File: config.mk
export PLATFORM = sky130hd
export DESIGN_NAME = cache_arbiter
export DESIGN_NICKNAME = d
export VERILOG_FILES = /design/src/rtl/cache_arbiter_pkg.sv /design/src/rtl/cache_arbiter_control.sv /design/src/rtl/cache_arbiter.sv
export SDC_FILE = /design/constraint.sdc
export NUM_CORES = 1
export LEC_CHECK = 0
export ABC_AREA = 1
export ABC_CLOCK_PERIOD_IN_PS = 1520
export BUFFER_PORTS_ARGS = -buffer_cell sky130_fd_sc_hd__buf_2
export CAP_MARGIN = 20
export CORE_AREA = 10 10 539 541
export DETAILED_ROUTE_END_ITERATION = 8
export DIE_AREA = 0 0 549 551
export MAX_ROUTING_LAYER = met4
export SLEW_MARGIN = 5
export SYNTH_ARGS = -nofsm -noshare
export SYNTH_HDL_FRONTEND = slang
export SYNTH_SLANG_ARGS = --single-unit
File: constraint.sdc
create_clock -name clk -period 1.52 [get_ports clk]
set_input_delay 0.228 -clock clk [delete_from_list [all_inputs] [get_ports clk]]
set_output_delay 0.228 -clock clk [all_outputs]
set_load 0.005 [all_outputs]
File: src/rtl/cache_arbiter_pkg.sv
// Shared types and helpers for the I/D cache miss-path arbiter.
package cache_arbiter_pkg;

  typedef enum logic [1:0] {
    IDLE    = 2'd0,
    SERVE_I = 2'd1,
    SERVE_D = 2'd2,
    RELEASE = 2'd3
  } arb_state_t;

  typedef enum logic {
    GRANT_I = 1'b0,
    GRANT_D = 1'b1
  } arb_grant_t;

  localparam int          ADDR_W    = 32;
  localparam logic [31:0] LINE_MASK = 32'hFFFF_FFE0;

  // Line-aligned address: the byte offset within a 32-byte line is dropped.
  function automatic logic [ADDR_W-1:0] line_addr(input logic [ADDR_W-1:0] addr);
    return addr & LINE_MASK;
  endfunction

endpackage

File: src/rtl/cache_arbiter_control.sv
// Arbitration FSM: decides who owns the memory port and tracks the last grant.
//
// state   | meaning
// --------+-------------------------------------------------
// IDLE    | port free; a pending request is granted here
// SERVE_I | I-cache line transfer in flight
// SERVE_D | D-cache line transfer in flight
// RELEASE | one-cycle gap so the served requester can drop
module cache_arbiter_control
  import cache_arbiter_pkg::*;
(
  input  logic       clk,
  input  logic       rst,
  input  logic       i_req_i,
  input  logic       i_req_d,
  input  logic       i_pmem_resp,
  output arb_state_t o_state,
  output logic       o_grant,
  output arb_grant_t o_grant_sel
);

  arb_state_t r_state;
  arb_state_t w_state_next;
  arb_grant_t r_last_grant;
  logic       w_grant;
  arb_grant_t w_grant_sel;

  // State register and round-robin memory of the most recent grant.
  always_ff @(posedge clk) begin
    if (rst) begin
      r_state      <= IDLE;
      r_last_grant <= GRANT_I;
    end else begin
      r_state <= w_state_next;
      if (w_grant) begin
        r_last_grant <= w_grant_sel;
      end
    end
  end

  // Next-state and grant decision; a tie goes to whoever was not served last.
  always_comb begin
    w_state_next = r_state;
    w_grant      = 1'b0;
    w_grant_sel  = GRANT_I;
    case (r_state)
      IDLE: begin
        if (i_req_i && i_req_d) begin
          w_grant = 1'b1;
          if (r_last_grant == GRANT_I) begin
            w_grant_sel = GRANT_D;
          end else begin
            w_grant_sel = GRANT_I;
          end
        end else if (i_req_i) begin
          w_grant     = 1'b1;
          w_grant_sel = GRANT_I;
        end else if (i_req_d) begin
          w_grant     = 1'b1;
          w_grant_sel = GRANT_D;
        end
        if (w_grant) begin
          if (w_grant_sel == GRANT_D) begin
            w_state_next = SERVE_D;
          end else begin
            w_state_next = SERVE_I;
          end
        end
      end
      SERVE_I, SERVE_D: begin
        if (i_pmem_resp) begin
          w_state_next = RELEASE;
        end
      end
      RELEASE: begin
        w_state_next = IDLE;
      end
      default: begin
        w_state_next = IDLE;
      end
    endcase
  end

  assign o_state     = r_state;
  assign o_grant     = w_grant;
  assign o_grant_sel = w_grant_sel;

endmodule

File: src/rtl/cache_arbiter.sv
// Shares one physical-memory port between the I-cache and D-cache miss paths.
// One line transfer at a time; command, address and data are frozen at grant.
module cache_arbiter
  import cache_arbiter_pkg::*;
#(
  parameter int LINE_W = 256,
  parameter int CNT_W  = 32
) (
  input  logic              clk,
  input  logic              rst,
  input  logic              icache_read,
  input  logic [31:0]       icache_addr,
  output logic [LINE_W-1:0] icache_rdata,
  output logic              icache_resp,
  input  logic              dcache_read,
  input  logic              dcache_write,
  input  logic [31:0]       dcache_addr,
  input  logic [LINE_W-1:0] dcache_wdata,
  output logic [LINE_W-1:0] dcache_rdata,
  output logic              dcache_resp,
  output logic              pmem_read,
  output logic              pmem_write,
  output logic [31:0]       pmem_address,
  output logic [LINE_W-1:0] pmem_wdata,
  input  logic [LINE_W-1:0] pmem_rdata,
  input  logic              pmem_resp,
  output logic [CNT_W-1:0]  contention_cnt
);

  arb_state_t        w_state;
  logic              w_grant;
  arb_grant_t        w_grant_sel;
  logic              w_req_d;
  logic              w_serving;
  logic              r_pmem_read;
  logic              r_pmem_write;
  logic [31:0]       r_pmem_address;
  logic [LINE_W-1:0] r_pmem_wdata;
  logic [CNT_W-1:0]  r_contention_cnt;

  assign w_req_d   = dcache_read | dcache_write;
  assign w_serving = (w_state == SERVE_I) || (w_state == SERVE_D);

  cache_arbiter_control u_control (
    .clk         (clk),
    .rst         (rst),
    .i_req_i     (icache_read),
    .i_req_d     (w_req_d),
    .i_pmem_resp (pmem_resp),
    .o_state     (w_state),
    .o_grant     (w_grant),
    .o_grant_sel (w_grant_sel)
  );

  // Capture the granted command; drop the op strobe once memory responds.
  always_ff @(posedge clk) begin
    if (rst) begin
      r_pmem_read    <= 1'b0;
      r_pmem_write   <= 1'b0;
      r_pmem_address <= '0;
      r_pmem_wdata   <= '0;
    end else if (w_grant) begin
      if (w_grant_sel == GRANT_D) begin
        r_pmem_address <= line_addr(dcache_addr);
        // Read and write both asserted: the writeback goes first.
        r_pmem_write   <= dcache_write;
        r_pmem_read    <= ~dcache_write;
        if (dcache_write) begin
          r_pmem_wdata <= dcache_wdata;
        end
      end else begin
        r_pmem_address <= line_addr(icache_addr);
        r_pmem_read    <= 1'b1;
        r_pmem_write   <= 1'b0;
      end
    end else if (pmem_resp && w_serving) begin
      r_pmem_read  <= 1'b0;
      r_pmem_write <= 1'b0;
    end
  end

  // Count cycles the I side is stalled behind a D transfer; sticks at all-ones.
  always_ff @(posedge clk) begin
    if (rst) begin
      r_contention_cnt <= '0;
    end else if ((w_state == SERVE_D) && icache_read && (r_contention_cnt != '1)) begin
      r_contention_cnt <= r_contention_cnt + CNT_W'(1);
    end
  end

  assign icache_resp    = pmem_resp && (w_state == SERVE_I);
  assign dcache_resp    = pmem_resp && (w_state == SERVE_D);
  assign icache_rdata   = pmem_rdata;
  assign dcache_rdata   = pmem_rdata;
  assign pmem_read      = r_pmem_read;
  assign pmem_write     = r_pmem_write;
  assign pmem_address   = r_pmem_address;
  assign pmem_wdata     = r_pmem_wdata;
  assign contention_cnt = r_contention_cnt;

endmodule

==> summary.md, run 1 <==
| Metric | Value |
|---|---|
| Initial Utilization | 5.938% |
| Die Area | 0.3025 sq mm |
| Post-layout util | 10.66% |
| Max Used Layer | met4 |
| DRT iter0 DRCs | 1494 |
| Cells after Synth | 2156 |
| PortBufs | 634 |
| R2r endpoint | pmem_wdata[217]$_SDFFE_PP0P_ |
| Worst Skew | 0.03207 ns |
| DR pass1 iterations | 6 |
| IO Count | 1418 |
| CP Cell Sequence | inv_4, ha_4, inv_4, nor2_8, buf_12, nand2_8, clkbuf_16, buf_12, clkbuf_16, nand2_2, a21oi_1 |
| Storage cell area | 0.006416 sq mm |
| Die H | 551 microns |
| Final instance area | 0.02974 sq mm |
| Remaining global-route overflow | 0 |
| Final wirelength | 225300 microns |
| Remaining antenna violation count | 0 |
| Met1 wire length | 48840 microns |
| Drt drc | 0 |
| Crit. End Element | register |
| Routability Congestion | 0.8919 |
| Hold Slack | 0.1140 ns |
| Die Span X | 549 microns |
| Failing checks | setup timing |
| Crit-path max FO | 6 |
| Final nets | 3324 |
| Flop2flop setup slack | -0.32 ns |
| Fmax | 543.1 MHz |
| RSZ-0062 raised after global routing | yes |
| CP arrival | 2.36 ns |
| Adder-Cell Fraction of Synth Area | 0.3778% |
| Wire per inst | 34.56 microns |
| Main combinational cell family by area after synthesis | buffers and inverters |
| Initial antenna violation count | 85 |
| Leakage | 11.30 nW |
| Worst Hold End | pmem_write$_SDFFE_PP0P_ |
| Crit start category | register |
| DR WL met2 | 90940 microns |
| Tightest Pin Transition | 0.6679 ns |
| TritonCTS Sinks | 320 |
| Share of layout cells above drive strength 1 | 47.64% |
| Critical path startpoint | u_control.o_state[0]$_SDFFE_PP0P_ |
| Fillers | 32080 |
| Final worst slack | -0.3212 ns |
| H-tree level count | 2 |
| Pin count of the biggest net entering global routing | 55 |
| Gr usage total | 13.94% |
| Setup CP Type | reg2reg |
| Worst reg2reg path depth | 11 |
| Final number of setup-violating endpoints | 333 |
| Max-cap viol count | 0 |
| Clk root buf | clkbuf_16 |
| Slowest CP cell | dfxtp_2 |
| VDD IR-drop max | 919.0 uV |
| Design Power | 39.76 mW |
| First-pass GRT wire length | 254300 microns |
| Via-to-Cell Ratio | 2.808 |
| PD cells | 1337 mW/mm^2 |
| Mux contribution to synthesized area | 0% |
| Post-synthesis cell type count | 32 |
| Avg Cell Area, Syn | 7.681 sq um |
| Min cycle time layout | 1.841 ns |
| Required time worst endpoint | 2.03 ns |
| Post-Place Worst Slack | -0.3235 ns |
| Syn. warnings | 0 |
| CORE AREA | 0.2789 sq mm |
| Hold Crit Depth | 5 |
| CTS clk-pin slew, worst paths | 0.06 ns |
| Slowest stage delay, CP | 0.33 ns |
| Max Slew Vio Count | 0 |
| Area Growth Syn to Fin | 79.59% |
| Compound-cell area share of the yosys netlist | 11.58% |
| Vias in the first global route | 17430 |
| Hold Crit Class | in2reg |
| Routed wl met3 | 75110 microns |
| Worst hold start | pmem_resp |
| CTS tree | done |
| Mapped Area | 0.01656 sq mm |
| Maximum clock insertion buffer count | 3 |
| HPWL after detailed placement | 193800 microns |
| Flops & latches, synth | 320 |
| Total number of vias | 18310 |
| Post-synthesis xor/xnor area fraction | 0.3173% |
| Tcrit/Tclk final | 121.1% |
| Placement Cell Area | 0.02143 sq mm |
| Final hold vios | 0 |
| Synth Area in Simple Gates | 20.55% |
| Num rows | 194 |
| Area occupied by multi-input gates | 0.007401 sq mm |
| Register area share after synthesis | 38.68% |
| Clk_lat worst skew | 0.68 ns |
| Slew HR | 55.47% |
| TritonCTS Buffers | 43 |
| Origin of the critical flop-to-flop path | u_control.o_state[0]$_SDFFE_PP0P_ |
| Outcome | complete, but fails checks |
==> logic make-up (layout without fill, tap and decap cells) <==
logic type,Yosys count,count (layout)
simple gates,754,754
xor+xnor,6,6
other cells,1,30
buf+inv,695,1306
fa+ha+maj,5,5
compound gates,375,375
flops,320,320
==> worst max-delay path, delay by kind of cell, from the launching register on <==
family	cells	cell delay, ns
flip-flops	1	0.33
adder cells (fa/ha/maj)	1	0.16
AO/OA/AOI/OAI	1	0.06
buffers and inverters	6	0.82
AND/OR/NAND/NOR	3	0.29
==> placed cells by master (no fill, tap or decap), drive strengths merged, types with 8 or more instances in the layout <==
master         n
a21oi        316
buf          847
clkbuf        79
clkinv        12
dfxtp        320
diode         25
dlygate4sd3  314
inv           45
nand2        372
nand3        282
nor2          85
nor3           8
o21ai         32
o22ai         27
==> cell usage after synthesis <==
| master | number | area share, % |
|---|---|---|
| nand2_2 | 5 | 0.19 |
| xnor2_1 | 2 | 0.11 |
| dfxtp_1 | 320 | 39 |
| buf_4 | 534 | 24 |
| clkbuf_8 | 1 | 0.083 |
| nor2_2 | 2 | 0.076 |
| nor2_4 | 6 | 0.41 |
| a21oi_1 | 314 | 9.5 |
| a21oi_2 | 2 | 0.11 |
| buf_1 | 2 | 0.045 |
| o21ai_0 | 32 | 0.97 |
| buf_6 | 4 | 0.27 |
| inv_1 | 39 | 0.88 |
| or2_2 | 2 | 0.076 |
| clkbuf_1 | 62 | 1.4 |
| nand3_4 | 2 | 0.21 |
| xor2_1 | 4 | 0.21 |
| nand2_1 | 364 | 8.3 |
| nor3_1 | 8 | 0.24 |
| nand4_1 | 4 | 0.15 |
| nor2_8 | 2 | 0.24 |
| and2_1 | 1 | 0.038 |
| clkinv_1 | 1 | 0.023 |
| o22ai_1 | 27 | 1.0 |
| inv_2 | 3 | 0.068 |
| nor2_1 | 75 | 1.7 |
| nand2_4 | 3 | 0.20 |
| buf_2 | 49 | 1.5 |
| ha_1 | 5 | 0.38 |
| nand3_2 | 10 | 0.60 |
| nand3_1 | 270 | 8.2 |
| conb_1 | 1 | 0.023 |
==> metrics by stage <==
| stage | TNS, ns | std cells |
|---|---|---|
| after detailed placement | -68.61 | 6027 |
| after global routing | -89.18 | 6512 |
| after CTS | -69.94 | 6442 |
| after global placement | -70.33 | 6027 |
| after floorplan | -0.0006922 | 2160 |
| final | -60.21 | 6520 |
==> state kept, by name, indices dropped and copies added (netlist names) <==
register	flops
pmem_wdata	256
contention_cnt	32
pmem_address	27
u_control.o_state	2
pmem_read	1
pmem_write	1
u_control.r_last_grant	1
==> timing repair <==
item	4_1_cts	5_1_grt
setup buffers	10	29
gates resized for setup	72	478
hold buffers	314	0
setup endpoints to repair	469	481
hold endpoints to repair	286	0
pin swaps	2	114
gates cloned	12	26
==> report_power, final <==
part,internal (mW),switching (mW)
registers,9.80,0.898
logic,7.31,10.5
clock network,6.56,4.65
total,23.7,16.1
==> layer usage <==
metal / global-route usage [%] / vias to the layer above
li1: - / 7763
met1: 8.561 / 8066
met2: 19.55 / 1973
met3: 21.49 / 504
met4: 4.357 / 0
met5: - / -
==> layout make-up <==
cell class	instances	share of cell area [%]
clock buffers	56	3.984
flip-flops and latches	320	21.57
well taps	3724	15.67
inverters	43	0.5595
clock inverters	23	1.090
multi-input cells	1145	24.88
diodes	25	0.2103
repair buffers	1184	32.03
==> how the worst max path moves through the flow <==
stage                                            to  slack, ns  depth (start not counted)
floorplan           contention_cnt[21]$_SDFFE_PP0P_    -0.0007                         11
global placement       pmem_wdata[236]$_SDFFE_PP0P_      -0.32                          9
detailed placement     pmem_wdata[236]$_SDFFE_PP0P_      -0.32                          9
CTS                                     icache_resp      -0.33                          6
global route           pmem_wdata[217]$_SDFFE_PP0P_      -0.38                         11
finish                 pmem_wdata[217]$_SDFFE_PP0P_      -0.32                         11
No activity file was read; power rests on OpenSTA's default activity.
==> run 2: changes to the inputs <==
Settings changed: ABC_CLOCK_PERIOD_IN_PS 1520 to 1550, MAX_ROUTING_LAYER met4 to unset.
Clock period 1.52 ns to 1.55 ns, I/O delays scaled along.
==> summary.md, run 2 (same netlist as run 1, synthesis figures left out) <==
| Metric | Value |
|---|---|
| Outcome | complete, but fails checks |
| Failing checks | setup timing |
| Area Growth Syn to Fin | 90.40% |
| Final instance area | 0.03153 sq mm (+6.0%) |
| Largest register FFs | 256 (unchanged) |
| Remaining antenna violation count | 0 (unchanged) |
| Share of layout cells above drive strength 1 | 56.96% (+9.3 points) |
| Slew HR | 63.01% (+7.5 points) |
| Hold Crit Class | in2reg |
| TritonCTS Buffers | 42 (-2.3%) |
| CORE AREA | 0.2789 sq mm (unchanged) |
| Placement Cell Area | 0.02128 sq mm (-0.71%) |
| IO Count | 1418 (unchanged) |
| Post-route setup TNS | -34.05 ns (+26.17 ns) |
| HPWL after detailed placement | 196900 microns (+1.6%) |
| Final worst slack | -0.2353 ns (+0.08585 ns) |
| Crit-path max FO | 2 (-4) |
| Max Slew Vio Count | 0 (unchanged) |
| DRT iter0 DRCs | 1622 (+8.6%) |
| Slowest stage delay, CP | 0.32 ns (about the same) |
| Crit path depth | 6 (-5) |
| Final wirelength | 232300 microns (+3.1%) |
| Pin count of the biggest net entering global routing | 81 (+47%) |
| Fmax | 560.1 MHz |
| Design Power | 41.42 mW (+4.2%) |
| Gr usage total | 13.64% (-0.30 points) |
| Die H | 551 microns (unchanged) |
| Total number of vias | 18760 (+2.5%) |
| Setup CP Type | reg2out |
| Commonest non-fill, non-tap cell in the layout | buf_2 |
| CTS tree | done |
| Initial antenna violation count | 74 (-13%) |
| Storage cell area | 0.006441 sq mm (+0.39%) |
| Final number of setup-violating endpoints | 302 (-9.3%) |
| Worst reg2reg path depth | 10 (-1) |
| PD cells | 1314 mW/mm^2 (-1.7%) |
| Critical path buffer and inverter count | 4 (-2) |
| Crit. End Element | primary output |
| Num rows | 194 (unchanged) |
| Clk_lat worst skew | 0.66 ns (-0.02 ns) |
| Final hold vios | 0 (unchanged) |
| Die Span X | 549 microns (unchanged) |
| Fillers | 31860 (-0.69%) |
| H-tree level count | 2 (unchanged) |
| CP Cell Sequence | inv_2, buf_6, ha_4, nand2_4, inv_2, buf_8 |
| Die Area | 0.3025 sq mm (unchanged) |
| CTS clk-pin slew, worst paths | 0.06 ns (about the same) |
| Clk root buf | clkbuf_16 |
| Via-to-Cell Ratio | 2.878 (+2.5%) |
| DR pass1 iterations | 5 (-1) |
| PortBufs | 634 (unchanged) |
| Required time worst endpoint | 1.32 ns (-0.71 ns) |
| Hold Crit Depth | 3 (-2) |
| Slowest CP cell | dfxtp_2 |
| TritonCTS Sinks | 320 (unchanged) |
| Leakage | 11.97 nW (+5.9%) |
| VDD IR-drop max | 951.6 uV (+3.6%) |
| Area occupied by multi-input gates | 0.008656 sq mm (+17%) |
| Hold Slack | 0.06596 ns (-0.04801 ns) |
| Initial Utilization | 5.938% (unchanged) |
| Tcrit/Tclk final | 115.2% |
| Post-layout util | 11.31% (+0.64 points) |
| Drt drc | 0 (unchanged) |
| Vias in the first global route | 17410 (-0.10%) |
| First-pass GRT wire length | 255700 microns (+0.52%) |
| Most used cell along the critical path | inv_2 |
| RSZ-0062 raised after global routing | yes |
| Wire per inst | 35.63 microns (+3.1%) |
| Most frequent cells in the layout | buf_2, dlygate4sd3_1, dfxtp_1 |
| Crit start category | register |
| Largest delay share family, worst path | buffers and inverters |
| Worst Skew | 0.02741 ns (-0.004657 ns) |
| Min cycle time layout | 1.785 ns |
| Tightest Pin Transition | 0.5548 ns (-0.1131 ns) |
| Final nets | 3328 (+0.12%) |
| Max-cap viol count | 0 (unchanged) |
| Remaining global-route overflow | 0 (unchanged) |
| CP arrival | 1.55 ns (-0.81 ns) |
| Routability Congestion | 0.8913 (about the same) |
| Maximum clock insertion buffer count | 3 (unchanged) |
run 2: cell count changes in the layout (fill, tap and decap cells not counted), sizes merged:
cell and change:
buf -40, bufinv -2, clkbuf +45, clkinv -3, clkinvlp -1, diode -2, dlygate4sd3 -2, inv +3
nand2 +1
run 2: power by group:
part | switching, mW | internal (mW)
registers | 1.17 | 9.62
clock network | 4.56 | 6.19
logic | 11.4 | 8.48
total | 17.1 | 24.3
run 2: tightest hold or removal path: stages:
cell     delay [ns]
buf_8          0.14
buf_12         0.19
a21oi_2        0.12
run 2: cell type report:
cell class                      instances  share of cell area (%)
Clock inverter                         20                  0.7460
Clock buffer                           55                   3.841
Antenna cell                           23                  0.1825
Sequential cell                       320                   20.43
Timing Repair Buffer                 1188                   32.04
Inverter                               43                  0.5357
Tap cell                             3724                   14.78
Multi-Input combinational cell       1146                   27.45
run 2: final timing paths:
| path | endpoint | start | slack, ns |
|---|---|---|---|
| setup reg to reg | pmem_wdata[229]$_SDFFE_PP0P_ | u_control.o_state[1]$_SDFFE_PP0P_ | -0.22 |
| setup / recovery | icache_resp | u_control.o_state[1]$_SDFFE_PP0P_ | -0.24 |
| hold / removal | pmem_wdata[212]$_SDFFE_PP0P_ | rst | 0.07 |
| hold reg to reg | pmem_wdata[108]$_SDFFE_PP0P_ | pmem_wdata[108]$_SDFFE_PP0P_ | 0.46 |
run 2: stage by stage:
stage          setup slack [ns]  std cells
6_report                -0.2353       6519
3_3_place_gp            -0.3022       6009
2_1_floorplan          0.009843       2160
4_1_cts                 -0.2733       6417
3_5_place_dp            -0.3057       6009
5_1_grt                 -0.2823       6511
run 2: routing by layer:
metal  track usage (%)  vias up  wire [microns]
li1                  -     7788               -
met2             19.93     2046           95710
met1             8.114     8432           48720
met5             2.173        -             923
met4             4.159       16           10600
met3             22.02      482           76310
run 2: timing repair:
| action | in CTS | in global routing |
|---|---|---|
| setup buffers | 15 | 30 |
| hold buffers | 312 | 0 |
| gates cloned | 6 | 54 |
| pin swaps | 3 | 136 |
| hold endpoints to repair | 286 | 0 |
| resized for setup | 44 | 980 |
| endpoints found under the setup margin | 379 | 385 |
==> run 3: changes to the inputs <==
Settings changed: GPL_TIMING_DRIVEN set to 0.
==> summary.md, run 3 (same netlist as run 1, synthesis figures left out) <==
| Metric | Value |
|---|---|
| Non-Filler Instances | 7513 (+15%) |
| DR pass1 iterations | 6 (+1) |
| Slowest stage delay, CP | 0.34 ns (+0.02 ns) |
| Seq pwr share | 27.2% (+1.1 points) |
| PortBufs | 1144 (+80%) |
| Die Area | 0.3025 sq mm (unchanged) |
| Post-route setup TNS | -36.30 ns (-2.253 ns) |
| Area occupied by multi-input gates | 0.006400 sq mm (-26%) |
| Setup CP Type | reg2reg |
| Num rows | 194 (unchanged) |
| VDD IR-drop max | 824.5 uV (-13%) |
| CTS clk-pin slew, worst paths | 0.07 ns (about the same) |
| Initial antenna violation count | 93 (+26%) |
| Combinational fraction of design power | 46.3% (-1.7 points) |
| Wire per inst | 31.44 microns (-12%) |
| Crit. End Element | register |
| Vias in the first global route | 21220 (+22%) |
| Placed cells | 7034 (+17%) |
| Worst Skew | 0.04335 ns (+0.01593 ns) |
| Share of layout cells above drive strength 1 | 56.67% (-0.30 points) |
| Fillers | 32050 (+0.60%) |
| Crit path depth | 10 (+4) |
| Post-layout util | 12.23% (+0.93 points) |
| HPWL after detailed placement | 212000 microns (+7.6%) |
| CP arrival | 2.31 ns (+0.76 ns) |
| Maximum clock insertion buffer count | 3 (unchanged) |
| Fmax | 569.5 MHz (+1.7%) |
| Clk_lat worst skew | 0.67 ns (about the same) |
| Die Span X | 549 microns (unchanged) |
| Slew HR | 31.28% (-32 points) |
| Final wirelength | 236200 microns (+1.7%) |
| Commonest non-fill, non-tap cell in the layout | buf_2 |
| Sw frac | 41.33% (about the same) |
| H-tree level count | 2 (unchanged) |
| Min cycle time layout | 1.756 ns (-0.02953 ns) |
| Final nets | 4304 (+29%) |
| CP Cell Sequence | inv_4, ha_4, inv_4, nor2_8, buf_12, buf_12, buf_16, clkbuf_16, nand3_1, a21oi_1 |
| Hold Crit Class | in2reg |
| Routability Congestion | 0.9564 (+7.3%) |
| Tightest Pin Transition | 1.031 ns (+0.4760 ns) |
| Largest delay share family, worst path | buffers and inverters |
| Worst reg2reg path depth | 10 (unchanged) |
| End of the critical path | pmem_wdata[31]$_SDFFE_PP0P_ |
| Required time worst endpoint | 2.11 ns (+0.79 ns) |
| Pin count of the biggest net entering global routing | 14 (-83%) |
| Final number of setup-violating endpoints | 327 (+8.3%) |
| Outcome | complete, but fails checks |
| Max Slew Vio Count | 0 (unchanged) |
| Failing checks | setup timing |
| Slowest CP cell | dfxtp_2 |
| PD cells | 1130 mW/mm^2 (-14%) |
| Gr usage total | 14.54% (+0.90 points) |
| Final worst slack | -0.2058 ns (+0.02952 ns) |
| Final hold vios | 0 (unchanged) |
| IO Count | 1418 (unchanged) |
| Largest register FFs | 256 (unchanged) |
| Tcrit/Tclk final | 113.3% (-1.9 points) |
| Drt drc | 0 (unchanged) |
| NetSw | 15.94 mW (-6.9%) |
| Internal Power | 22.62 mW (-6.9%) |
| Flop2flop setup slack | -0.21 ns (about the same) |
| Origin of the critical flop-to-flop path | u_control.o_state[0]$_SDFFE_PP0P_ |
| Critical path startpoint | u_control.o_state[0]$_SDFFE_PP0P_ |
| R2r endpoint | pmem_wdata[31]$_SDFFE_PP0P_ |
| Leakage | 14.95 nW (+25%) |
| Via-to-Cell Ratio | 2.977 (+3.4%) |
| Area Growth Syn to Fin | 106.0% |
| Total number of vias | 22370 (+19%) |
| Remaining global-route overflow | 0 (unchanged) |
| Most frequent cells in the layout | buf_2, buf_4, nand2_1 |
| Crit-path max FO | 9 (+7) |
| Max-cap viol count | 0 (unchanged) |
| DRT iter0 DRCs | 1996 (+23%) |
| CTS tree | done |
| TritonCTS Sinks | 320 (unchanged) |
| Clk root buf | clkbuf_16 |
| Crit start category | register |
| Clk pwr share | 26.5% (+0.5 points) |
| TritonCTS Buffers | 40 (-4.8%) |
| First-pass GRT wire length | 277200 microns (+8.4%) |
| RSZ-0062 raised after global routing | yes |
| Remaining antenna violation count | 0 (unchanged) |
| CORE AREA | 0.2789 sq mm (unchanged) |
| Storage cell area | 0.006445 sq mm (about the same) |
| Initial Utilization | 5.938% (unchanged) |
| Die H | 551 microns (unchanged) |
| Critical path buffer and inverter count | 6 (+2) |
[run 3: cell type report]
type                    count  area share [%]
flip-flops and latches    320           18.89
well taps                3724           13.66
diodes                     46          0.3373
clock inverters            20          0.7957
repair buffers           1517           29.11
clock buffers              48           3.109
inverters                  43          0.4950
multi-input cells        1145           18.76
plain buffers             650           14.85
[run 3: metal layers]
metal	share of wire, %	routed length (microns)	GRT usage, %
met1	34	80860	14.79
met2	43	101500	22.51
met3	19	45830	12.40
met4	3.1	7406	3.586
met5	0.24	557	0.4221
[run 3: worst min-delay path, cell delays in order]
cell     delay [ns]
buf_2          0.27
nand2_2        0.13
nand3_1        0.10
a21oi_1        0.06
[run 3: worst min-delay path by stage]
stage                                                   end                   startpoint  depth (start not counted)
after floorplan                pmem_wdata[205]$_SDFFE_PP0P_            dcache_wdata[205]                          2
final                     u_control.o_state[1]$_SDFFE_PP0P_                  icache_read                          4
after global placement          pmem_wdata[32]$_SDFFE_PP0P_  pmem_wdata[32]$_SDFFE_PP0P_                          2
after global routing      u_control.o_state[1]$_SDFFE_PP0P_                  icache_read                          4
after CTS                 u_control.o_state[1]$_SDFFE_PP0P_                  dcache_read                          6
after detailed placement        pmem_wdata[67]$_SDFFE_PP0P_  pmem_wdata[67]$_SDFFE_PP0P_                          2
[run 3: what timing repair did]
action / 4_1_cts / 5_1_grt
endpoints found under the hold margin: 286 / 0
gates cloned: 13 / 10
hold buffers: 312 / 0
setup endpoints to repair: 412 / 411
pin swaps: 47 / 42
buffers inserted: 17 / 18
gates resized for setup: 254 / 196
[run 3: stage by stage]
stage               power, mW  instance area, sq um  hold WS, ns  worst slack, ns
global route            40.75                 34040       0.1981          -0.2783
floorplan               15.53                 16580       0.3976         0.009843
detailed placement      24.29                 27090       0.4483           -1.267
CTS                     38.53                 33020      0.08968          -0.2873
global placement        24.26                 26970       0.4453           -2.174
finish                  38.56                 34120       0.2134          -0.2058
[run 3: power by group through the flow]
| stage | sequential [mW] | combinational [mW] | clock (mW) |
|---|---|---|---|
| detailed placement | 10.5 | 13.8 | 0 |
| finish | 10.5 | 17.9 | 10.2 |
| CTS | 10.4 | 17.5 | 10.6 |
| floorplan | 10.5 | 4.98 | 0 |
| global route | 10.6 | 19.3 | 10.8 |
| global placement | 10.5 | 13.8 | 0 |
